--- src/rtl/pe_array_scheduler_if.sv ---
// Handshake and strobe bundle between a job controller and the PE array scheduler.
// The master side drives job requests. The slave side is the scheduler, which drives the array strobes.
interface pe_array_scheduler_if;
    logic       start;
    logic [4:0] num_tiles;
    logic       pause;
    logic       abort;
    logic       out_ready;
    logic       buf_clr;
    logic       buf_read_en;
    logic       pe_clear;
    logic       pe_valid;
    logic [2:0] step_idx;
    logic [3:0] tile_idx;
    logic       out_valid;
    logic       busy;
    logic       done;

    modport master (
        output start, num_tiles, pause, abort, out_ready,
        input  buf_clr, buf_read_en, pe_clear, pe_valid, step_idx, tile_idx,
               out_valid, busy, done
    );

    modport slave (
        input  start, num_tiles, pause, abort, out_ready,
        output buf_clr, buf_read_en, pe_clear, pe_valid, step_idx, tile_idx,
               out_valid, busy, done
    );
endinterface

--- src/rtl/pe_array_scheduler.sv ---
// Sequences weight-buffer reads and PE MAC enables over the tiles of a job.
// The job is one pass of VEC_LEN columns per tile, with a drain gap and a result handshake.
module pe_array_scheduler #(
    parameter int PIPE_LAT = 1,
    parameter int VEC_LEN  = 8
) (
    input logic                 clk,
    input logic                 rst,
    pe_array_scheduler_if.slave bus
);
    localparam logic [2:0] S_IDLE   = 3'd0;
    localparam logic [2:0] S_CLEAR  = 3'd1;
    localparam logic [2:0] S_RUN    = 3'd2;
    localparam logic [2:0] S_DRAIN  = 3'd3;
    localparam logic [2:0] S_OUTPUT = 3'd4;

    localparam logic [2:0] STEP_LAST  = 3'(VEC_LEN - 1);
    localparam logic [2:0] DRAIN_INIT = 3'(PIPE_LAT - 1);

    logic [2:0] state_q, state_d;
    logic [2:0] step_q, step_d;
    logic [3:0] tile_q, tile_d;
    logic [4:0] ntiles_q, ntiles_d;
    logic [2:0] drain_q, drain_d;
    logic       done_q, done_d;
    logic       abort_clr_q, abort_clr_d;
    logic       last_tile;

    // The tile counter saturates at 15 so an out-of-range tile count cannot wrap it.
    assign last_tile = ({1'b0, tile_q} == (ntiles_q - 5'd1)) || (tile_q == 4'hF);

    always_comb begin
        state_d     = state_q;
        step_d      = step_q;
        tile_d      = tile_q;
        ntiles_d    = ntiles_q;
        drain_d     = drain_q;
        done_d      = 1'b0;
        abort_clr_d = 1'b0;

        case (state_q)
            S_IDLE: begin
                if (bus.start) begin
                    if (bus.num_tiles != 5'd0) begin
                        ntiles_d = bus.num_tiles;
                        tile_d   = 4'd0;
                        step_d   = 3'd0;
                        state_d  = S_CLEAR;
                    end else begin
                        done_d = 1'b1;
                    end
                end
            end
            S_CLEAR: begin
                state_d = S_RUN;
            end
            S_RUN: begin
                if (!bus.pause) begin
                    if (step_q == STEP_LAST) begin
                        drain_d = DRAIN_INIT;
                        state_d = S_DRAIN;
                    end else begin
                        step_d = step_q + 3'd1;
                    end
                end
            end
            S_DRAIN: begin
                if (drain_q == 3'd0) begin
                    state_d = S_OUTPUT;
                end else begin
                    drain_d = drain_q - 3'd1;
                end
            end
            S_OUTPUT: begin
                if (bus.out_ready) begin
                    step_d = 3'd0;
                    if (last_tile) begin
                        tile_d  = 4'd0;
                        done_d  = 1'b1;
                        state_d = S_IDLE;
                    end else begin
                        tile_d  = tile_q + 4'd1;
                        state_d = S_CLEAR;
                    end
                end
            end
            default: begin
                state_d = S_IDLE;
            end
        endcase

        // Abort overrides pause, the handshake and the end-of-job pulse.
        if (state_q != S_IDLE && bus.abort) begin
            state_d     = S_IDLE;
            step_d      = 3'd0;
            tile_d      = 4'd0;
            done_d      = 1'b0;
            abort_clr_d = 1'b1;
        end
    end

    always_ff @(posedge clk or negedge rst) begin
        if (!rst) begin
            state_q     <= S_IDLE;
            step_q      <= 3'd0;
            tile_q      <= 4'd0;
            ntiles_q    <= 5'd0;
            drain_q     <= 3'd0;
            done_q      <= 1'b0;
            abort_clr_q <= 1'b0;
        end else begin
            state_q     <= state_d;
            step_q      <= step_d;
            tile_q      <= tile_d;
            ntiles_q    <= ntiles_d;
            drain_q     <= drain_d;
            done_q      <= done_d;
            abort_clr_q <= abort_clr_d;
        end
    end

    assign bus.busy        = (state_q != S_IDLE);
    assign bus.done        = done_q;
    assign bus.out_valid   = (state_q == S_OUTPUT);
    assign bus.buf_clr     = (state_q == S_CLEAR) || abort_clr_q;
    assign bus.pe_clear    = (state_q == S_CLEAR);
    assign bus.buf_read_en = (state_q == S_RUN) && !bus.pause;
    assign bus.pe_valid    = (state_q == S_RUN) && !bus.pause;
    assign bus.step_idx    = step_q;
    assign bus.tile_idx    = tile_q;
endmodule

--- src/flat_wrapper.sv ---
// flat-port wrapper written by rule: the top's interface ports become plain ports
module pe_array_scheduler_flat 
#(
    parameter int PIPE_LAT = 1,
    parameter int VEC_LEN  = 8
)
  (clk, rst, bus_start, bus_num_tiles, bus_pause, bus_abort, bus_out_ready, bus_buf_clr, bus_buf_read_en, bus_pe_clear, bus_pe_valid, bus_step_idx, bus_tile_idx, bus_out_valid, bus_busy, bus_done);
  pe_array_scheduler_if bus_i ();
  input logic clk;
  input logic rst;
  input wire logic [$bits(bus_i.start)-1:0] bus_start;
  input wire logic [$bits(bus_i.num_tiles)-1:0] bus_num_tiles;
  input wire logic [$bits(bus_i.pause)-1:0] bus_pause;
  input wire logic [$bits(bus_i.abort)-1:0] bus_abort;
  input wire logic [$bits(bus_i.out_ready)-1:0] bus_out_ready;
  output wire logic [$bits(bus_i.buf_clr)-1:0] bus_buf_clr;
  output wire logic [$bits(bus_i.buf_read_en)-1:0] bus_buf_read_en;
  output wire logic [$bits(bus_i.pe_clear)-1:0] bus_pe_clear;
  output wire logic [$bits(bus_i.pe_valid)-1:0] bus_pe_valid;
  output wire logic [$bits(bus_i.step_idx)-1:0] bus_step_idx;
  output wire logic [$bits(bus_i.tile_idx)-1:0] bus_tile_idx;
  output wire logic [$bits(bus_i.out_valid)-1:0] bus_out_valid;
  output wire logic [$bits(bus_i.busy)-1:0] bus_busy;
  output wire logic [$bits(bus_i.done)-1:0] bus_done;
  assign bus_i.start = bus_start;
  assign bus_i.num_tiles = bus_num_tiles;
  assign bus_i.pause = bus_pause;
  assign bus_i.abort = bus_abort;
  assign bus_i.out_ready = bus_out_ready;
  assign bus_buf_clr = bus_i.buf_clr;
  assign bus_buf_read_en = bus_i.buf_read_en;
  assign bus_pe_clear = bus_i.pe_clear;
  assign bus_pe_valid = bus_i.pe_valid;
  assign bus_step_idx = bus_i.step_idx;
  assign bus_tile_idx = bus_i.tile_idx;
  assign bus_out_valid = bus_i.out_valid;
  assign bus_busy = bus_i.busy;
  assign bus_done = bus_i.done;
  pe_array_scheduler #(.PIPE_LAT(PIPE_LAT), .VEC_LEN(VEC_LEN)) u_core (.clk(clk), .rst(rst), .bus(bus_i));
endmodule
--- config.mk ---
export PLATFORM = sky130hd
export DESIGN_NAME = pe_array_scheduler_flat
export DESIGN_NICKNAME = d
export VERILOG_FILES = /design/src/rtl/pe_array_scheduler_if.sv /design/src/rtl/pe_array_scheduler.sv /design/src/flat_wrapper.sv
export SDC_FILE = /design/constraint.sdc
export NUM_CORES = 1
export LEC_CHECK = 0
export CAP_MARGIN = 20
export CORE_ASPECT_RATIO = 1.25
export CORE_MARGIN = 2
export CORE_UTILIZATION = 51
export DETAILED_ROUTE_END_ITERATION = 7
export PLACE_DENSITY = 0.79
export SYNTH_ARGS = -nofsm -noshare
export SYNTH_HDL_FRONTEND = slang
export SYNTH_SLANG_ARGS = --single-unit
--- constraint.sdc ---
create_clock -name clk -period 2.5 [get_ports clk]
set_clock_uncertainty 0.15 [all_clocks]
set_input_delay 0.625 -clock clk [delete_from_list [all_inputs] [get_ports clk]]
set_output_delay 0.625 -clock clk [all_outputs]
set_load 0.05 [all_outputs]
[Yosys cells after proc, flatten, opt, wreduce, memory -nomap -nowiden]
Cells that the tools add are included.
Cells by class
  equal/unequal tests: 17
  $add $sub $neg: 4
  reductions and logical operators: 17
  multiplexer cells: 33
Operators by type and width (count)
  3-bit two-way mux: 16
  4-bit two-way mux: 5
  3-bit case mux with 5 select lines: 1
  6-bit AND reduction: 2
  3-bit by 1-bit inequality test with 1-bit output, second input constant: 3
  3-bit by 2-bit inequality test with 1-bit output, second input constant: 3
  3-bit case mux with 3 select lines: 1
  4-bit case mux with 2 select lines: 1
  4-bit AND reduction: 2
  1-bit two-way mux: 7
  3-bit by 2-bit equality test with 1-bit output, second input constant: 2
  3-bit equality test, second input constant: 2
  3-bit zero test: 2
  3-bit case mux with 2 select lines: 1
  3-bit nonzero test: 2
  4-bit by 5-bit equality test with 1-bit output: 1
  5-bit nonzero test: 1
  5-bit by 1-bit subtractor with 5-bit output, second input constant: 1
  4-bit by 1-bit adder with 4-bit output, second input constant: 1
  4-bit equality test, second input constant: 1
  2-bit inequality test, second input constant: 2
  4-bit nonzero test: 1
  3-bit by 1-bit adder with 3-bit output, second input constant: 1
  3-bit by 1-bit equality test with 1-bit output, second input constant: 1
  9 further kinds: 11
Storage, ports and cells
  bits in registers: 20
  input port bits: 11
  output and inout bits: 14

[Depth between registers and ports, before layout]
Gate-level depths: netlist of the first run.
  depth in word-level cells: 7
  gate-level depth with buffers: 7

[Worst setup path after synthesis of the first run]
No wires, ideal clock.
  path kind: register -> output
  start: register u_core.state_q[0]
  end: output bus_pe_valid
  data arrival time: 1.929 ns
  required time: 1.725 ns
  buffers on the path: 2
  slack: -0.204 ns
  stages on the path, launching flop included: 4
  cells stage by stage: dfrtp_1 > buf_2 > nor4_2 > buf_4
Between the ends
  longest elaborated chain between the ends: 2
Ends and longest elaborated chain
  from (decl): RTL line pe_array_scheduler.sv:20  | logic [2:0] state_q, state_d;
  from (signal assigned): RTL line pe_array_scheduler.sv:112  | state_q <= state_d;
  3-bit by 2-bit equality test with 1-bit output
  1-bit logical AND
  to (decl): RTL line flat_wrapper.sv:19  | output wire logic [$bits(bus_i.pe_valid)-1:0] bus_pe_valid;
No other way between the ends.

[Worst setup path after layout of the first run]
  start: register u_core.tile_q[0], in the netlist u_core.bus.tile_idx[0]
  end: output bus_tile_idx[0]
RTL lines
  from (decl): RTL line pe_array_scheduler.sv:22  | logic [3:0] tile_q, tile_d;
  from (signal assigned): RTL line pe_array_scheduler.sv:114  | tile_q <= tile_d;
  to (decl): RTL line flat_wrapper.sv:21  | output wire logic [$bits(bus_i.tile_idx)-1:0] bus_tile_idx;
No word-level cell between the ends.

==> results of run 1 <==
[metal layers]
layer	up-vias	wire (um)	track usage (%)	share of wire, %
met3	4	80	3.000	3.0
met1	516	1037	21.03	39
li1	524	-	-	-
met2	16	1480	39.14	56
met4	0	27	7.347	1.0
met5	-	0	0	0
[power by group]
group,internal (uW),switching [uW]
logic,363,482
registers,420,132
clock network,88.9,104
[cell families after synthesis]
kind of cell | after synthesis
simple gates | 52
compound gates | 24
flops | 20
buf+inv | 19
mux | 8
xor+xnor | 7
fa+ha+maj | 6
[layout make-up]
cell class | count | area [um^2]
multi-input cells | 97 | 708.2
clock buffers | 4 | 36.28
inverters | 13 | 48.80
flip-flops and latches | 20 | 500.5
repair buffers | 29 | 302.8
well taps | 33 | 41.29
fillers | 214 | 764.5
[synthesized netlist by cell type, types with 2 or more instances]
| cell | count |
|---|---|
| nand3_1 | 5 |
| ha_1 | 6 |
| a31oi_1 | 2 |
| nor2_1 | 12 |
| nand3b_1 | 2 |
| xnor2_1 | 3 |
| inv_1 | 12 |
| o21ai_1 | 9 |
| nor2b_1 | 3 |
| a21oi_1 | 3 |
| mux2_1 | 5 |
| mux2i_1 | 2 |
| xor2_1 | 4 |
| a22o_1 | 2 |
| dfrtp_1 | 20 |
| and2_1 | 2 |
| buf_2 | 3 |
| nor3_1 | 5 |
| nand2_1 | 12 |
[flip-flops by register name (all words and copies together), names as in the netlist]
register / count
u_core.bus.step_idx: 3
u_core.bus.tile_idx: 4
u_core.state_q: 3
u_core.ntiles_q: 5
u_core.bus.done: 1
u_core.drain_q: 3
u_core.abort_clr_q: 1
[repair_timing]
action	in CTS	in global routing
hold buffers	0	0
gates resized for setup	0	1
endpoints found under the setup margin	0	1
[through the flow]
| step | total power, uW | hold slack [ps] |
|---|---|---|
| 2_1_floorplan | 1172 | 179.4 |
| 3_3_place_gp | 1375 | 340.2 |
| 3_5_place_dp | 1414 | 348.9 |
| 4_1_cts | 1603 | 376.8 |
| 5_1_grt | 1704 | 397.4 |
| 6_report | 1589 | 375.8 |
[final timing paths]
check / start / slack (ps) / end / cells past startpoint
hold / removal: u_core.bus.step_idx[0]$_DFFE_PN0P_ / 380 / u_core.bus.step_idx[0]$_DFFE_PN0P_ / 1
setup / recovery: u_core.bus.tile_idx[0]$_DFFE_PN0P_ / 100 / bus_tile_idx[0] / 1
max in group asynchronous: rst / 1490 / u_core.bus.step_idx[0]$_DFFE_PN0P_ / 2
min in group asynchronous: rst / 490 / u_core.state_q[2]$_DFFE_PN0P_ / 2
setup reg to reg: u_core.state_q[1]$_DFFE_PN0P_ / 590 / u_core.drain_q[0]$_DFFE_PN0P_ / 5
hold reg to reg: u_core.bus.step_idx[0]$_DFFE_PN0P_ / 380 / u_core.bus.step_idx[0]$_DFFE_PN0P_ / 1
==> report_table.html, run 1 <==
<table>
<tr><th>Metric</th><th>Value</th></tr>
<tr><th colspan="2">Status</th></tr>
<tr><td>Status</td><td>finished, final reports clean</td></tr>
<tr><th colspan="2">Layout</th></tr>
<tr><td>Most common cell after layout, fill and taps aside</td><td>dfrtp_1</td></tr>
<tr><td>Antenna cell count</td><td>0</td></tr>
<tr><td>Nets@finish</td><td>181</td></tr>
<tr><td>Final instance count without filler cells</td><td>about 200</td></tr>
<tr><td>Highest-count cells in the layout ignoring fill and taps</td><td>dfrtp_1, clkdlybuf4s50_1, nand2_1, nor2_1, inv_1</td></tr>
<tr><td>Share of layout cells above drive strength 1</td><td>between 10% and 20%</td></tr>
<tr><td>Final non-filler cell area</td><td>about 1600 um^2</td></tr>
<tr><td>Final design utilization</td><td>between 60% and 70%</td></tr>
<tr><td>Layout Area Growth over Synthesis</td><td>27.96%</td></tr>
<tr><th colspan="2">STA</th></tr>
<tr><td>Post-route minimum period</td><td>around 2400 ps</td></tr>
<tr><td>Post-route setup TNS</td><td>0 ps</td></tr>
<tr><td>Count of endpoints failing hold in the final timing report</td><td>0</td></tr>
<tr><td>Least-Margin Pin Slew</td><td>approximately 500 ps</td></tr>
<tr><td>Setup repair after global routing missed its margin</td><td>false</td></tr>
<tr><td># setup viols final</td><td>0</td></tr>
<tr><td>Max_slew headroom</td><td>66.77%</td></tr>
<tr><td>Ratio of final minimum period to clock period</td><td>95.85%</td></tr>
<tr><td>Max-slew violation total from the final report</td><td>0</td></tr>
<tr><td>Timing-limited maximum frequency</td><td>0.4173 GHz</td></tr>
<tr><td>Post-layout worst setup margin</td><td>between 100 and 150 ps</td></tr>
<tr><th colspan="2">Logic synthesis</th></tr>
<tr><td>Mux share of post-synthesis cell area</td><td>6.843%</td></tr>
<tr><td>Combinational family with the most area after synthesis</td><td>simple AND/OR/NAND/NOR gates</td></tr>
<tr><td>Share of the yosys chip area belonging to registers</td><td>a little under 40%</td></tr>
<tr><td>Post-synthesis simple-gate area fraction</td><td>between 20% and 30%</td></tr>
<tr><td>Area fraction of the dominant cell type after synthesis</td><td>39.10%</td></tr>
<tr><td>Complex-gate fraction of the synthesized area</td><td>around 15%</td></tr>
<tr><td>Syn Area/Cell</td><td>between 9 and 10 um^2</td></tr>
<tr><td>Total standard cell area after synthesis</td><td>1280 um^2</td></tr>
<tr><td>Adder and majority gate portion of the synthesized area</td><td>slightly below 6%</td></tr>
<tr><td>Main synth FF type</td><td>dfrtp_1</td></tr>
<tr><td>Number of storage elements in the synthesis netlist</td><td>20</td></tr>
<tr><td>Net count after synthesis</td><td>between 150 and 200</td></tr>
<tr><td>Async SR Flop Fraction</td><td>between 90% and 100%</td></tr>
<tr><td>EDFF count, synth</td><td>0</td></tr>
<tr><td>Biggest area consumer among synthesized cells</td><td>dfrtp_1</td></tr>
<tr><td>Leading post-synthesis cells by cell area</td><td>dfrtp_1, ha_1, mux2_1</td></tr>
<tr><td>Library cells used by synthesis</td><td>43</td></tr>
<tr><td>Gate Count Post-Synth</td><td>approximately 140</td></tr>
<tr><td>Post-Synth XOR/XNOR Area</td><td>4.790%</td></tr>
<tr><td>Warnings from Yosys</td><td>0</td></tr>
<tr><th colspan="2">Worst setup path</th></tr>
<tr><td>Maximum single-stage delay on the critical path</td><td>between 800 and 900 ps</td></tr>
<tr><td>Critical Path Source Type</td><td>register</td></tr>
<tr><td>Required time of the worst setup path</td><td>between 1500 and 2000 ps</td></tr>
<tr><td>Cell type of the slowest stage on the worst timing path</td><td>clkdlybuf4s50_1</td></tr>
<tr><td>Cell-by-cell trace of the critical path</td><td>clkdlybuf4s50_1</td></tr>
<tr><td>Biggest fanout along the worst timing path</td><td>6</td></tr>
<tr><td>Family of cells with the greatest summed delay on the critical path</td><td>buffers and inverters</td></tr>
<tr><td>Arrival time worst endpoint</td><td>1620 ps</td></tr>
<tr><td>Crit path buffers/inverters</td><td>1</td></tr>
<tr><td>Critical Path End Type</td><td>output pin</td></tr>
<tr><td>Path type of the worst setup path</td><td>reg -&gt; out</td></tr>
<tr><th colspan="2">Placement</th></tr>
<tr><td>Routability-driven placement congestion ratio</td><td>approximately 0.88</td></tr>
<tr><td>DP Area</td><td>1599 um^2</td></tr>
<tr><td>Placed instance count</td><td>about 190</td></tr>
<tr><td>Port Buf Inserts</td><td>24</td></tr>
<tr><td>Worst Setup Slack post-DPL</td><td>-75.59 ps</td></tr>
<tr><td>Placed wire-length estimate after detailed placement</td><td>about 2.1 mm</td></tr>
<tr><th colspan="2">Drt</th></tr>
<tr><td>Detail-routed via count per cell</td><td>roughly 5.4</td></tr>
<tr><td>Final routed wirelength across all metal layers</td><td>2.626 mm</td></tr>
<tr><td>Via count of the routed design</td><td>1060</td></tr>
<tr><td>Avg WL per Cell</td><td>13.40 um</td></tr>
<tr><td>Post-route DRC</td><td>0</td></tr>
<tr><td>ANT nets after route</td><td>0</td></tr>
<tr><td>Pre-Repair DR Iteration Count</td><td>3</td></tr>
<tr><td>Iter 0 DRT Violations</td><td>15</td></tr>
<tr><th colspan="2">Power</th></tr>
<tr><td>Leakage dissipation</td><td>around 0.00073 uW</td></tr>
<tr><td>Power per unit of standard cell area</td><td>about 970 nW/um^2</td></tr>
<tr><td>Highest ir drop seen on vdd</td><td>between 0.6 and 0.7 mV</td></tr>
<tr><th colspan="2">CTS</th></tr>
<tr><td>H-tree lvl count</td><td>1</td></tr>
<tr><td>Latest clock arrival within the worst-skew pair</td><td>slightly above 300 ps</td></tr>
<tr><td>CTS tree</td><td>built</td></tr>
<tr><td>Number of buffers on the longest clock path</td><td>2</td></tr>
<tr><td>Root Buffer</td><td>clkbuf_4</td></tr>
<tr><td>Buffers inserted by post-CTS timing repair</td><td>0</td></tr>
<tr><td>Total clock buffers created by CTS</td><td>3</td></tr>
<tr><td>Sink Count</td><td>20</td></tr>
<tr><td>Clk pin slew, worst setup/hold paths</td><td>roughly 110 ps</td></tr>
<tr><th colspan="2">Global routing</th></tr>
<tr><td>Maximum number of pins on one net before global-route repair</td><td>21</td></tr>
<tr><td>Total routing usage reported by global routing</td><td>between 10% and 20%</td></tr>
<tr><td>Antenna violations before repair</td><td>0</td></tr>
<tr><td>Number of global-route vias before repair</td><td>~1.1k</td></tr>
<tr><td>Overflow after GRT</td><td>0</td></tr>
<tr><td>Global-route wire length before repair</td><td>4.429 mm</td></tr>
<tr><th colspan="2">Floorplanning</th></tr>
<tr><td>Vertical extent of the die</td><td>roughly 60 um</td></tr>
<tr><td>Count of standard-cell rows</td><td>20</td></tr>
<tr><td>Number of top-level pins</td><td>25</td></tr>
<tr><td>Die Wd</td><td>48.81 um</td></tr>
<tr><td>Standard cell core area</td><td>2402 um^2</td></tr>
<tr><td>Die area</td><td>~3000 um^2</td></tr>
<tr><td>Initial standard-cell utilization of the core</td><td>a little over half</td></tr>
<tr><th colspan="2">Hold path</th></tr>
<tr><td>Hold Crit Class</td><td>reg -&gt; reg</td></tr>
<tr><th colspan="2">Run</th></tr>
<tr><td>Max capacitance violation total</td><td>0</td></tr>
</table>
(Power assumes the default switching activity.)
==> inputs of run 2 (changes only) <==
ABC_CLOCK_PERIOD_IN_PS = 2500   (was unset)
CTS_CLUSTER_SIZE = 16   (was unset)
==> results of run 2 <==
The final DEF is identical to that of run 1; final timing and power are the same.
==> inputs of run 3 (changes only) <==
SETUP_SLACK_MARGIN = 0.15   (was unset)
SKIP_CTS_REPAIR_TIMING = 1   (was unset)
==> report_table.html, run 3 (synthesized netlist as in run 1, its figures left out) <==
<table>
<tr><th>Metric</th><th>Value</th></tr>
<tr><th colspan="2">CTS</th></tr>
<tr><td>Total clock buffers created by CTS</td><td>3 (unchanged)</td></tr>
<tr><td>CTS tree</td><td>built (unchanged)</td></tr>
<tr><td>Root Buffer</td><td>clkbuf_4 (unchanged)</td></tr>
<tr><td>H-tree lvl count</td><td>1 (unchanged)</td></tr>
<tr><td>Latest clock arrival within the worst-skew pair</td><td>290 ps (was 310 ps)</td></tr>
<tr><td>Number of buffers on the longest clock path</td><td>2 (unchanged)</td></tr>
<tr><td>Sink Count</td><td>20 (unchanged)</td></tr>
<tr><td>Clk pin slew, worst setup/hold paths</td><td>110 ps (about the same)</td></tr>
<tr><th colspan="2">Layout</th></tr>
<tr><td>Flip-flop count of the largest register, all copies and words added</td><td>5 (unchanged)</td></tr>
<tr><td>Most common cell after layout, fill and taps aside</td><td>dfrtp_1 (unchanged)</td></tr>
<tr><td>Layout Area Growth over Synthesis</td><td>28.74% (was 27.96%)</td></tr>
<tr><td>Antenna cell count</td><td>0 (unchanged)</td></tr>
<tr><td>Highest-count cells in the layout ignoring fill and taps</td><td>dfrtp_1, nand2_1, inv_1, clkdlybuf4s50_1, nor2_1 (was dfrtp_1, clkdlybuf4s50_1, nand2_1, nor2_1, inv_1)</td></tr>
<tr><td>Nets@finish</td><td>179 (was 181)</td></tr>
<tr><td>FILL cells</td><td>219 (was 214)</td></tr>
<tr><td>Largest register by flop count</td><td>u_core.ntiles_q (unchanged)</td></tr>
<tr><td>Share of layout cells above drive strength 1</td><td>16.77% (was 15.34%)</td></tr>
<tr><td>Final design utilization</td><td>68.59% (was 68.18%)</td></tr>
<tr><th colspan="2">Floorplanning</th></tr>
<tr><td>Number of top-level pins</td><td>25 (unchanged)</td></tr>
<tr><td>Die Wd</td><td>48.81 um (unchanged)</td></tr>
<tr><td>Initial standard-cell utilization of the core</td><td>53.28% (unchanged)</td></tr>
<tr><td>Vertical extent of the die</td><td>60.01 um (unchanged)</td></tr>
<tr><td>Die area</td><td>2929 um^2 (unchanged)</td></tr>
<tr><td>Standard cell core area</td><td>2402 um^2 (unchanged)</td></tr>
<tr><td>Count of standard-cell rows</td><td>20 (unchanged)</td></tr>
<tr><th colspan="2">Drt</th></tr>
<tr><td>Post-route DRC</td><td>0 (unchanged)</td></tr>
<tr><td>Avg WL per Cell</td><td>13.44 um (was 13.40 um)</td></tr>
<tr><td>Iter 0 DRT Violations</td><td>15 (unchanged)</td></tr>
<tr><td>Detail-routed via count per cell</td><td>5.418 (was 5.408)</td></tr>
<tr><td>Pre-Repair DR Iteration Count</td><td>4 (was 3)</td></tr>
<tr><td>Via count of the routed design</td><td>1051 (was 1060)</td></tr>
<tr><td>ANT nets after route</td><td>0 (unchanged)</td></tr>
<tr><td>Final routed wirelength across all metal layers</td><td>2.607 mm (was 2.626 mm)</td></tr>
<tr><th colspan="2">Global routing</th></tr>
<tr><td>Met3 track utilization from global routing</td><td>3.000% (unchanged)</td></tr>
<tr><td>Number of global-route vias before repair</td><td>1048 (was 1052)</td></tr>
<tr><td>Overflow after GRT</td><td>0 (unchanged)</td></tr>
<tr><td>Maximum number of pins on one net before global-route repair</td><td>21 (unchanged)</td></tr>
<tr><td>Global-route wire length before repair</td><td>4.422 mm (was 4.429 mm)</td></tr>
<tr><td>Layer with the highest usage</td><td>met2 (unchanged)</td></tr>
<tr><td>Met1 Resource Use GR</td><td>20.63% (was 21.03%)</td></tr>
<tr><td>Total routing usage reported by global routing</td><td>19.40% (was 19.69%)</td></tr>
<tr><td>Met2 Use GR</td><td>39.73% (was 39.14%)</td></tr>
<tr><td>Antenna violations before repair</td><td>0 (unchanged)</td></tr>
<tr><th colspan="2">Worst setup path</th></tr>
<tr><td>Arrival time worst endpoint</td><td>1510 ps (was 1620 ps)</td></tr>
<tr><td>Required time of the worst setup path</td><td>1730 ps (about the same)</td></tr>
<tr><td>Biggest fanout along the worst timing path</td><td>10 (was 6)</td></tr>
<tr><td>Path type of the worst setup path</td><td>reg -&gt; out (unchanged)</td></tr>
<tr><td>Critical Path End Type</td><td>output pin (unchanged)</td></tr>
<tr><td>Cell type of the slowest stage on the worst timing path</td><td>dfrtp_2 (was clkdlybuf4s50_1)</td></tr>
<tr><td>Critical Path Source Type</td><td>register (unchanged)</td></tr>
<tr><td>Maximum single-stage delay on the critical path</td><td>500 ps (was 840 ps)</td></tr>
<tr><td>Cell-by-cell trace of the critical path</td><td>inv_2, nand2_1, nor2_2, or2_2, buf_4 (was clkdlybuf4s50_1)</td></tr>
<tr><th colspan="2">STA</th></tr>
<tr><td>Post-route setup TNS</td><td>0 ps (unchanged)</td></tr>
<tr><td>Ratio of final minimum period to clock period</td><td>91.40% (was 95.85%)</td></tr>
<tr><td>Max_slew headroom</td><td>66.71% (was 66.77%)</td></tr>
<tr><td>Max-slew violation total from the final report</td><td>0 (unchanged)</td></tr>
<tr><td>Count of endpoints failing hold in the final timing report</td><td>0 (unchanged)</td></tr>
<tr><td>Least-Margin Pin Slew</td><td>498.5 ps (was 497.7 ps)</td></tr>
<tr><td># setup viols final</td><td>0 (unchanged)</td></tr>
<tr><td>Post-route minimum period</td><td>2285 ps (was 2396 ps)</td></tr>
<tr><td>Timing-limited maximum frequency</td><td>0.4376 GHz (was 0.4173 GHz)</td></tr>
<tr><td>Setup repair after global routing missed its margin</td><td>false (unchanged)</td></tr>
<tr><th colspan="2">Run</th></tr>
<tr><td>Max capacitance violation total</td><td>0 (unchanged)</td></tr>
<tr><th colspan="2">Status</th></tr>
<tr><td>Status</td><td>finished, final reports clean (unchanged)</td></tr>
<tr><th colspan="2">Power</th></tr>
<tr><td>Power per unit of standard cell area</td><td>956.3 nW/um^2 (was 970.1 nW/um^2)</td></tr>
<tr><td>Leakage dissipation</td><td>0.0007988 uW (was 0.0007279 uW)</td></tr>
<tr><td>Highest ir drop seen on vdd</td><td>0.6817 mV (was 0.6671 mV)</td></tr>
<tr><th colspan="2">Placement</th></tr>
<tr><td>Routability-driven placement congestion ratio</td><td>0.8675 (was 0.8778)</td></tr>
<tr><td>Port Buf Inserts</td><td>24 (unchanged)</td></tr>
<tr><td>Placed wire-length estimate after detailed placement</td><td>2.080 mm (was 2.112 mm)</td></tr>
<tr><th colspan="2">Hold path</th></tr>
<tr><td>Hold Crit Class</td><td>reg -&gt; reg (unchanged)</td></tr>
</table>
-- run 3: cell count changes in the layout (fill, tap and decap cells not counted), sizes merged --
cell | previous run | this run
buf | 11 | 9
dlymetal6s2s | 1 | 6
clkdlybuf4s50 | 17 | 12
-- run 3: layer usage --
metal	vias to the layer above	routed length (um)
met4	0	14
met2	14	1453
li1	522	-
met1	513	1053
met5	-	0
met3	2	86
-- run 3: where the power goes --
group	switching [uW]	total (uW)	internal, uW
Clock	95.2	184	88.7
Sequential	136	559	423
Combinational	479	833	354
Total	710	1580	865
-- run 3: worst max-delay path, delay by kind of cell (launching register included) --
kind / cells / cell delay (ps)
buffers and inverters: 2 / 290
and+or+nand+nor: 3 / 430
DFF: 1 / 500
-- run 3: worst paths after layout --
| kind | start | end | slack [ps] | cells past startpoint |
|---|---|---|---|---|
| setup / recovery | u_core.state_q[1]$_DFFE_PN0P_ | bus_buf_clr | 220 | 5 |
| hold / removal | u_core.drain_q[1]$_DFFE_PN0P_ | u_core.drain_q[1]$_DFFE_PN0P_ | 360 | 1 |
| setup reg to reg | u_core.ntiles_q[0]$_DFFE_PN0P_ | u_core.bus.done$_DFF_PN0_ | 580 | 7 |
| hold reg to reg | u_core.drain_q[1]$_DFFE_PN0P_ | u_core.drain_q[1]$_DFFE_PN0P_ | 360 | 1 |
| max in group asynchronous | rst | u_core.state_q[0]$_DFFE_PN0P_ | 1470 | 2 |
| min in group asynchronous | rst | u_core.state_q[1]$_DFFE_PN0P_ | 500 | 2 |
-- run 3: area by class of cell --
cell class | count | area [um^2] | share of cell area [%]
tap | 33 | 41.29 | 2.506
timing repair buffer | 27 | 300.3 | 18.22
clock buffer | 4 | 36.28 | 2.202
sequential | 20 | 504.2 | 30.60
multi-input combinational | 97 | 716.9 | 43.51
inverter | 13 | 48.80 | 2.961
-- run 3: per-stage QoR --
step	worst slack [ps]	std cells	power (uW)	cell area [um^2]	hold slack, ps
4_1_cts	38.34	194	1578	1623	370.4
6_report	215.0	194	1576	1648	362.9
5_1_grt	147.5	194	1684	1648	386.9
3_3_place_gp	-21.18	190	1361	1587	339.7
2_1_floorplan	165.5	136	1175	1291	179.4
3_5_place_dp	-67.75	190	1389	1587	344.4
